[src/rtl/fwd_pkg.sv]
// Shared types and constants for the forwarding/hazard unit.
// Entry fields are sized to the largest supported register and latency widths.
package fwd_pkg;

    localparam int RBITS_MAX = 8;
    localparam int LBITS_MAX = 8;

    function automatic int fwd_selw(input int nfwd);
        return $clog2(nfwd + 1);
    endfunction

    localparam int SELW   = fwd_selw(2);
    localparam int FWD_RF = 0;

    typedef struct packed {
        logic                 vld;
        logic [RBITS_MAX-1:0] rd;
        logic [LBITS_MAX-1:0] cnt;
    } sb_entry_t;

endpackage

[src/rtl/fwd_sb_entry.sv]
// One scoreboard entry: loads rd/latency, counts down, retires at cnt==1.
// Reports whether its rd matches any used ID-stage operand.
module fwd_sb_entry
    import fwd_pkg::*;
#(
    parameter int NSRC  = 2,
    parameter int RBITS = 5,
    parameter int LBITS = 4
) (
    input  logic                  i_clk,
    input  logic                  i_rst_n,
    input  logic                  i_load,
    input  logic [RBITS-1:0]      i_rd,
    input  logic [LBITS-1:0]      i_lat,
    input  logic [NSRC*RBITS-1:0] i_src,
    input  logic [NSRC-1:0]       i_src_vld,
    output logic                  o_vld,
    output logic                  o_match
);

    sb_entry_t r_ent;
    logic      w_match;

    always_ff @(posedge i_clk) begin
        if (!i_rst_n) begin
            r_ent <= '0;
        end else if (i_load) begin
            r_ent.vld <= 1'b1;
            r_ent.rd  <= RBITS_MAX'(i_rd);
            r_ent.cnt <= (i_lat == '0) ? LBITS_MAX'(1) : LBITS_MAX'(i_lat);
        end else if (r_ent.vld) begin
            // The final busy cycle is the one where cnt reads 1.
            if (r_ent.cnt <= LBITS_MAX'(1)) begin
                r_ent.vld <= 1'b0;
                r_ent.cnt <= '0;
            end else begin
                r_ent.cnt <= r_ent.cnt - LBITS_MAX'(1);
            end
        end
    end

    always_comb begin
        w_match = 1'b0;
        for (int j = 0; j < NSRC; j++) begin
            if (r_ent.vld && i_src_vld[j] && (r_ent.rd != '0) &&
                (r_ent.rd == RBITS_MAX'(i_src[j*RBITS +: RBITS]))) begin
                w_match = 1'b1;
            end
        end
    end

    assign o_vld   = r_ent.vld;
    assign o_match = w_match;

endmodule

[src/rtl/fwd_hazard_unit.sv]
// Operand forwarding select, load-use detection and a multi-cycle-op scoreboard.
// Forwarding and stall are combinational; iss_rdy depends only on registered entries.
module fwd_hazard_unit
    import fwd_pkg::*;
#(
    parameter  int NFWD  = 2,
    parameter  int NSRC  = 2,
    parameter  int RBITS = 5,
    parameter  int NPEND = 4,
    parameter  int LBITS = 4,
    localparam int SEL_W = fwd_selw(NFWD)
) (
    input  logic                  i_clk,
    input  logic                  i_rst_n,
    input  logic [NFWD-1:0]       i_fwd_wr_en,
    input  logic [NFWD*RBITS-1:0] i_fwd_rd,
    input  logic [NSRC*RBITS-1:0] i_ex_src,
    output logic [NSRC*SEL_W-1:0] o_fwd_sel,
    input  logic [NSRC*RBITS-1:0] i_id_src,
    input  logic [NSRC-1:0]       i_id_src_vld,
    input  logic                  i_ex_is_load,
    input  logic [RBITS-1:0]      i_ex_rd,
    input  logic                  i_iss_vld,
    input  logic [RBITS-1:0]      i_iss_rd,
    input  logic [LBITS-1:0]      i_iss_lat,
    output logic                  o_iss_rdy,
    output logic                  o_stall,
    output logic [15:0]           o_stall_cnt
);

    logic [NPEND-1:0] w_ent_vld;
    logic [NPEND-1:0] w_ent_match;
    logic [NPEND-1:0] w_alloc;
    logic             w_found;
    logic             w_iss_acc;
    logic             w_load_use;
    logic             w_sb_haz;
    logic             w_stall;
    logic [15:0]      r_stall_cnt;

    always_comb begin
        o_fwd_sel = '0;
        for (int j = 0; j < NSRC; j++) begin
            o_fwd_sel[j*SEL_W +: SEL_W] = SEL_W'(FWD_RF);
            // Walk from the farthest stage so the nearest match overwrites.
            for (int k = NFWD - 1; k >= 0; k--) begin
                if (i_fwd_wr_en[k] && (i_fwd_rd[k*RBITS +: RBITS] != '0) &&
                    (i_fwd_rd[k*RBITS +: RBITS] == i_ex_src[j*RBITS +: RBITS])) begin
                    o_fwd_sel[j*SEL_W +: SEL_W] = SEL_W'(k + 1);
                end
            end
        end
        if (!i_rst_n) begin
            o_fwd_sel = '0;
        end
    end

    always_comb begin
        w_load_use = 1'b0;
        for (int j = 0; j < NSRC; j++) begin
            if (i_ex_is_load && (i_ex_rd != '0) && i_id_src_vld[j] &&
                (i_id_src[j*RBITS +: RBITS] == i_ex_rd)) begin
                w_load_use = 1'b1;
            end
        end
    end

    always_comb begin
        w_alloc = '0;
        w_found = 1'b0;
        for (int e = 0; e < NPEND; e++) begin
            if (!w_ent_vld[e] && !w_found) begin
                w_alloc[e] = 1'b1;
                w_found    = 1'b1;
            end
        end
    end

    assign o_iss_rdy = i_rst_n & w_found;
    // r0 is never a real dependency, so such an issue is acked without taking an entry.
    assign w_iss_acc = i_iss_vld & o_iss_rdy & (i_iss_rd != '0);
    assign w_sb_haz  = |w_ent_match;
    assign w_stall   = i_rst_n & (w_load_use | w_sb_haz);
    assign o_stall   = w_stall;

    for (genvar e = 0; e < NPEND; e++) begin : g_ent
        fwd_sb_entry #(
            .NSRC  (NSRC),
            .RBITS (RBITS),
            .LBITS (LBITS)
        ) u_ent (
            .i_clk     (i_clk),
            .i_rst_n   (i_rst_n),
            .i_load    (w_iss_acc & w_alloc[e]),
            .i_rd      (i_iss_rd),
            .i_lat     (i_iss_lat),
            .i_src     (i_id_src),
            .i_src_vld (i_id_src_vld),
            .o_vld     (w_ent_vld[e]),
            .o_match   (w_ent_match[e])
        );
    end

    always_ff @(posedge i_clk) begin
        if (!i_rst_n) begin
            r_stall_cnt <= '0;
        end else if (w_stall && (r_stall_cnt != 16'hFFFF)) begin
            r_stall_cnt <= r_stall_cnt + 16'd1;
        end
    end

    assign o_stall_cnt = r_stall_cnt;

endmodule

[config.mk]
export PLATFORM = sky130hd
export DESIGN_NAME = fwd_hazard_unit
export DESIGN_NICKNAME = d
export VERILOG_FILES = /design/src/rtl/fwd_pkg.sv /design/src/rtl/fwd_sb_entry.sv /design/src/rtl/fwd_hazard_unit.sv
export SDC_FILE = /design/constraint.sdc
export NUM_CORES = 1
export LEC_CHECK = 0
export CAP_MARGIN = 10
export CORE_UTILIZATION = 49
export CTS_CLUSTER_DIAMETER = 80
export CTS_CLUSTER_SIZE = 24
export DETAILED_ROUTE_END_ITERATION = 7
export GPL_TIMING_DRIVEN = 0
export PLACE_DENSITY = 0.78
export SLEW_MARGIN = 10
export SYNTH_ARGS = -nofsm -noshare
export SYNTH_HDL_FRONTEND = slang
export SYNTH_SLANG_ARGS = --single-unit
[constraint.sdc]
create_clock -name i_clk -period 2.87 [get_ports i_clk]
set_input_delay 0.4305 -clock i_clk [delete_from_list [all_inputs] [get_ports i_clk]]
set_output_delay 0.4305 -clock i_clk [all_outputs]
set_load 0.02 [all_outputs]
==> flow_summary.yaml, run 1 <==
outcome:
  run_status: "finished, violations left"
  failed_checks: "negative setup slack"
sta:
  setup_ws_ns: -0.0692
  maxSlewViolCount: 0
  final-hold-violation-count: 0
  maxSlewHeadroom: 0.504
  finClkSkew_ns: 0.00512
  finalCritPeriodShare: 1.02
  hold_ws_ns: 0.464
  rsz0062_at_grt: "true"
  finalSetupViolations: 1
  period_needed_ns: 2.94
  worst_slew_pin_slew_ns: 0.739
  max_freq_mhz: 340
grt:
  grt_pass1_wl_mm: 19.7
  grt_pass1_vias: 4260
  grt_max_degree: 14
  grt_use_total: 0.255
  grt_overflow: 0
  antenna_found_initial: 0
die:
  start_util: 0.505
  die_w_um: 96.6
  num_rows: 34
  design.core.area_sq_um: 8680
  pin_count: 74
  die_h_um: 96.6
  dieArea_sq_um: 9330
cts:
  cts_root_buf: "clkbuf_8"
  clk_latency_ns: 0.35
  clk_pin_slew_ns: 0.07
  cts_tree: "yes"
  cts_htree_levels: 3
  max-clock-path-buffers: 2
  cts_buffers: 9
  clock-sinks: 72
placed_design:
  gp_congestion: 0.937
  pre_cts_ws_ns: -0.818
  placedInstanceArea_sq_um: 5140
  dpl.hpwl_mm: 8.80
  port_buffers: 62
  dp.cells: 734
worst_setup_path:
  crit_path_start_kind: "register"
  worstPathArrival_ns: 2.51
  path_class: "reg2out"
  crit_chain: "or4_1, o21ai_1, a21oi_1, or4_4, or2_4, and2_4, buf_6"
  crit_slowest_cell: "or4_4"
  endpoint_kind: "primary output"
  cp.required_ns: 2.44
  cpPeakStageDelay_ns: 0.55
  cp_max_fo: 2
synth:
  async_flop_share: 0
  syn_avg_cell_area_sq_um: 7.78
  synth_edf_count: 0
  ys_ff_latch: 72
  netlist_area_sq_um: 4390
  yosys_warnings: 0
  yosys_most_used_dff: "dfxtp_1"
  yosysUniqueCellTypes: 49
  syn_nets: 625
  ys_top_cells_by_area: "dfxtp_1 (33%), xor2_1 (11%), nor2_1 (6.2%), a21oi_1 (5.1%), nand2_1 (3.9%)"
  syn_inst: 564
  netlist.area_leader.share: 0.329
  yosysTopAreaCell: "dfxtp_1"
  ys_seq_area_frac: 0.329
worst_hold_path:
  hold_path.class: "reg2reg"
finish:
  insertedDiodeCount: 0
  final_area_sq_um: 5410
  synthToLayoutAreaGrowth_pct: 23.3
  fin_cells: 754
  drive_gt1_frac: 0.0867
  final_nets: 702
route:
  routed_wl_mm: 11.7
  drt-initial-drc-count: 219
  route.antenna.remaining_nets: 0
  wl_per_cell_um: 15.5
  drc_errors: 0
  dr.pass1.iters: 5
  via_count: 4371
  viasPerCell: 5.80
flow_run:
  drv_cap: 0
power:
  p_per_area_nw_per_um2: 414
  ir_drop_uv: 284
  power.static_leakage_uw: 0.00208
  finalPower_uw: 2240
==> cell families after synthesis <==
family	count (synthesis)	share of synthesized area
flip-flops	72	0.329
buffers and inverters	43	0.0442
XOR/XNOR	71	0.142
AO/OA/AOI/OAI	127	0.176
adder cells (fa/ha/maj)	9	0.0257
multiplexers	13	0.0297
AND/OR/NAND/NOR	229	0.254
==> worst paths after layout <==
kind,startpoint,to,slack (ns),cells after the start
worst max-delay path,g_ent[3].u_ent.r_ent[8]$_SDFFE_PN0P_,o_stall,-0.07,7
worst min-delay path,g_ent[2].u_ent.r_ent[7]$_SDFFE_PN0P_,g_ent[2].u_ent.r_ent[7]$_SDFFE_PN0P_,0.46,1
worst max register to register,g_ent[3].u_ent.r_ent[8]$_SDFFE_PN0P_,o_stall_cnt[0]$_SDFFE_PN0P_,0.26,10
worst min register to register,g_ent[2].u_ent.r_ent[7]$_SDFFE_PN0P_,g_ent[2].u_ent.r_ent[7]$_SDFFE_PN0P_,0.46,1
==> Yosys cell counts (3+ instances only) <==
cell type and count:
nand2_1 46, o21ai_2 3, or3_1 11, nor3_1 16, a21oi_1 45, or4_1 16
inv_1 15, nand3_1 28, o21ai_0 21, o31ai_1 6, o21ai_1 18, o21a_1 3
nor4_1 21, a31oi_1 4, clkbuf_1 13, ha_1 9, nor2_1 72, and2_1 5
mux2i_1 13, buf_2 11, xnor2_1 18, o211ai_1 5, a221oi_1 8, dfxtp_1 72
xor2_1 53
==> metal layers <==
layer	vias to the layer above	track usage	routed length, um
met5	-	0	0
li1	2172	-	-
met1	2045	0.328	5360
met2	127	0.426	5540
met3	27	0.0383	564
met4	0	0.107	234
==> worst max-delay path: cells and delay by family (launching register included) <==
kind                   cells  cell delay (ns)
AND/OR/NAND/NOR            4             1.49
flip-flops                 1             0.34
AO/OA/AOI/OAI              2             0.21
buffers and inverters      1             0.12
==> cell type report <==
| class | count | area (sq um) |
|---|---|---|
| plain buffers | 27 | 134 |
| multi-input cells | 449 | 2770 |
| clock inverters | 7 | 95.1 |
| flip-flops and latches | 72 | 1450 |
| well taps | 108 | 135 |
| fillers | 748 | 3270 |
| clock buffers | 9 | 124 |
| repair buffers | 66 | 642 |
| inverters | 16 | 60.1 |
==> registers in the layout (all words and copies together), names as in the netlist <==
register and cells:
g_ent.u_ent.r_ent 52, o_stall_cnt 16, g_ent.u_ent.o_vld 4
==> where the power goes <==
group / total (uW) / internal (uW) / leakage (uW) / switching, uW
Combinational: 328 / 146 / 0.00138 / 181
Sequential: 1030 / 1010 / 0.000584 / 18.8
Clock: 882 / 490 / 0.000110 / 391
==> cell usage in the layout (no fill, tap or decap), types with 3 or more instances in the layout <==
master,count
a221oi_1,8
nor4_1,20
o21ai_2,5
o21ai_0,17
o21ai_1,20
buf_2,12
xor2_1,53
o31ai_1,6
or3_1,11
xnor2_1,18
mux2i_1,13
buf_4,4
nor3_1,16
ha_1,9
dfxtp_2,4
clkdlybuf4s15_1,3
dfxtp_1,67
clkbuf_1,13
o21a_1,3
o211ai_1,5
inv_1,15
nand3_1,28
and2_1,4
clkbuf_8,9
clkdlybuf4s50_1,53
or4_1,16
nand2_1,46
a21oi_1,45
a31oi_1,4
nor2_1,72
dlygate4sd2_1,4
==> per-stage QoR <==
step / util / TNS [ns]
after floorplan: - / 0
after global placement: 0.593 / -4.42
after detailed placement: 0.593 / -5.50
after CTS: 0.617 / -0.177
after global routing: 0.623 / -0.557
final: 0.623 / -0.0692
==> timing repair <==
item	CTS	global route
pin swaps	0	6
setup buffers	0	4
resized for setup	21	15
hold endpoints to repair	0	0
hold buffers	0	0
endpoints found under the setup margin	5	10
No activity file was read; power rests on OpenSTA's default activity.
==> inputs of run 2 (changes only) <==
--- a/config.mk
+++ b/config.mk
@@ -7,6 +7,7 @@
 export LEC_CHECK = 0
 export CAP_MARGIN = 10
 export CORE_UTILIZATION = 49
+export CTS_BUF_LIST = sky130_fd_sc_hd__clkbuf_16
 export CTS_CLUSTER_DIAMETER = 80
 export CTS_CLUSTER_SIZE = 24
 export DETAILED_ROUTE_END_ITERATION = 7
==> flow_summary.yaml, run 2 (same netlist as run 1, synthesis figures left out) <==
outcome:
  run_status: "finished, violations left"
  failed_checks: "negative setup slack"
power:
  p_sw_uw: 624
  p_per_area_nw_per_um2: 462
  power.static_leakage_uw: 0.00212
  sw_frac_of_total: 0.245
  p_int_uw: 1920
  combPwrFrac: 0.129
  power.clock.fraction: 0.465
  p_seq_frac: 0.406
  ir_drop_uv: 256
route:
  dr.pass1.iters: 4
  drt-initial-drc-count: 271
  via_count: 4392
  wl_per_cell_um: 15.6
  routed_wl_mm: 11.8
  drc_errors: 0
  viasPerCell: 5.82
  route.antenna.remaining_nets: 0
cts:
  clock-sinks: 72
  clk_latency_ns: 0.33
  cts_buffers: 9
  cts_tree: "yes"
  cts_root_buf: "clkbuf_16"
  cts_htree_levels: 3
  clk_pin_slew_ns: 0.06
  hold_buffers: 0
  max-clock-path-buffers: 2
sta:
  rsz0062_at_grt: "true"
  final-hold-violation-count: 0
  finalSetupViolations: 1
  max_freq_mhz: 337
  maxSlewHeadroom: 0.505
  period_needed_ns: 2.97
  worst_slew_pin_slew_ns: 0.739
  fin_setup_tns_ns: -0.101
  maxSlewViolCount: 0
  finalCritPeriodShare: 1.04
  setup_ws_ns: -0.101
  finClkSkew_ns: 0.00672
die:
  design.core.area_sq_um: 8680
  pin_count: 74
  dieArea_sq_um: 9330
  start_util: 0.505
  num_rows: 34
  die_h_um: 96.6
  die_w_um: 96.6
finish:
  insertedDiodeCount: 0
  largest_reg_flops: 52
  fin_cells: 754
  final_cell_mix: "nor2_1 (72), dfxtp_1 (69), xor2_1 (53), clkdlybuf4s50_1 (53), nand2_1 (46)"
  drive_gt1_frac: 0.0867
  layout_commonest_cell: "nor2_1"
  synthToLayoutAreaGrowth_pct: 25.7
  largest_register: "g_ent.u_ent.r_ent"
  final_nets: 702
grt:
  grt_max_degree: 14
  busiest_layer: "met2"
  use_met1: 0.325
  met2_usage: 0.429
  grt_use_total: 0.256
  grt_pass1_vias: 4263
  grt_overflow: 0
  grt_pass1_wl_mm: 19.8
  gr-usage-met3: 0.0405
  antenna_found_initial: 0
worst_setup_path:
  cp.required_ns: 2.44
  worstPathArrival_ns: 2.54
  crit_chain: "or4_4, o21ai_2, a21oi_2, or4_4, or2_4, and2_4, buf_6"
  path_delay_family: "simple AND/OR/NAND/NOR gates"
  path_class: "reg2out"
  r2r_end: "o_stall_cnt[0]$_SDFFE_PN0P_"
  endpoint_kind: "primary output"
  worst_r2r_startpoint: "g_ent[2].u_ent.r_ent[9]$_SDFFE_PN0P_"
  crit_path_start_kind: "register"
  critPathMostFrequentCell: "or4_4"
  r2r_cells: 10
  cpPeakStageDelay_ns: 0.55
  cp_max_fo: 4
  r2r_slack_ns: 0.22
  cp_num_buf_inv: 1
  crit_slowest_cell: "or4_4"
  path_depth: 7
worst_hold_path:
  hold_path.class: "reg2reg"
  min-delay-start: "g_ent[2].u_ent.r_ent[7]$_SDFFE_PN0P_"
  min_to: "g_ent[2].u_ent.r_ent[7]$_SDFFE_PN0P_"
  hold-path-cell-count: 1
flow_run:
  drv_cap: 0
placed_design:
  dp.cells: 734
  gp_congestion: 0.937
  port_buffers: 62
  dpl.hpwl_mm: 8.80
[run 2: final cells by class]
| class | count | area [sq um] |
|---|---|---|
| buffer | 27 | 134 |
| tap | 108 | 135 |
| multi-input combinational | 449 | 2780 |
| inverter | 16 | 60.1 |
| timing repair buffer | 66 | 639 |
| clock buffer | 9 | 225 |
| sequential | 72 | 1450 |
| fill | 743 | 3160 |
| clock inverter | 7 | 95.1 |
[run 2: worst register-to-register path, delay by kind of cell (launching register included)]
kind                      cells  cell delay [ns]
and+or+nand+nor               3             1.13
buffers and inverters         3             0.48
AOI/OAI and AO/OA             3             0.42
DFF                           1             0.35
xor gates and xnor gates      1             0.15
[run 2: what timing repair did]
action                     in CTS  in global routing
pin swaps                       0                  4
resized for setup              18                 16
setup endpoints to repair       5                 11
setup buffers                   0                  4
[run 2: power by group through the flow]
| stage | combinational, uW | sequential, uW | clock [uW] |
|---|---|---|---|
| global placement | 312 | 1060 | 0 |
| detailed placement | 322 | 1060 | 0 |
| CTS | 322 | 1030 | 1200 |
| global route | 361 | 1040 | 1250 |
| floorplan | 191 | 1050 | 0 |
| finish | 327 | 1040 | 1180 |
[run 2: how the worst max path moves through the flow]
stage / from / end / slack, ns
2_1_floorplan: i_ex_rd[1] / o_stall / 0.32
5_1_grt: g_ent[1].u_ent.r_ent[9]$_SDFFE_PN0P_ / o_stall / -0.13
4_1_cts: i_ex_rd[1] / o_stall / -0.18
3_5_place_dp: i_ex_rd[1] / o_stall / -0.82
6_report: g_ent[2].u_ent.r_ent[9]$_SDFFE_PN0P_ / o_stall / -0.10
3_3_place_gp: i_ex_rd[1] / o_stall / -0.77
[run 2: through the flow]
| stage | area (sq um) | utilization | hold slack (ns) | power, uW | setup WS, ns |
|---|---|---|---|---|---|
| global placement | 5140 | 0.593 | 0.447 | 1370 | -0.769 |
| detailed placement | 5140 | 0.593 | 0.451 | 1380 | -0.818 |
| CTS | 5450 | 0.628 | 0.461 | 2560 | -0.182 |
| floorplan | 4390 | - | 0.430 | 1240 | 0.319 |
| finish | 5510 | 0.635 | 0.463 | 2550 | -0.101 |
| global route | 5510 | 0.635 | 0.485 | 2650 | -0.134 |
[run 2: layer usage]
metal,vias to the layer above,wire length (um),part of all wire
met5,-,0,0
met4,0,248,0.021
met3,26,610,0.052
met2,125,5630,0.48
met1,2071,5290,0.45
li1,2170,-,-
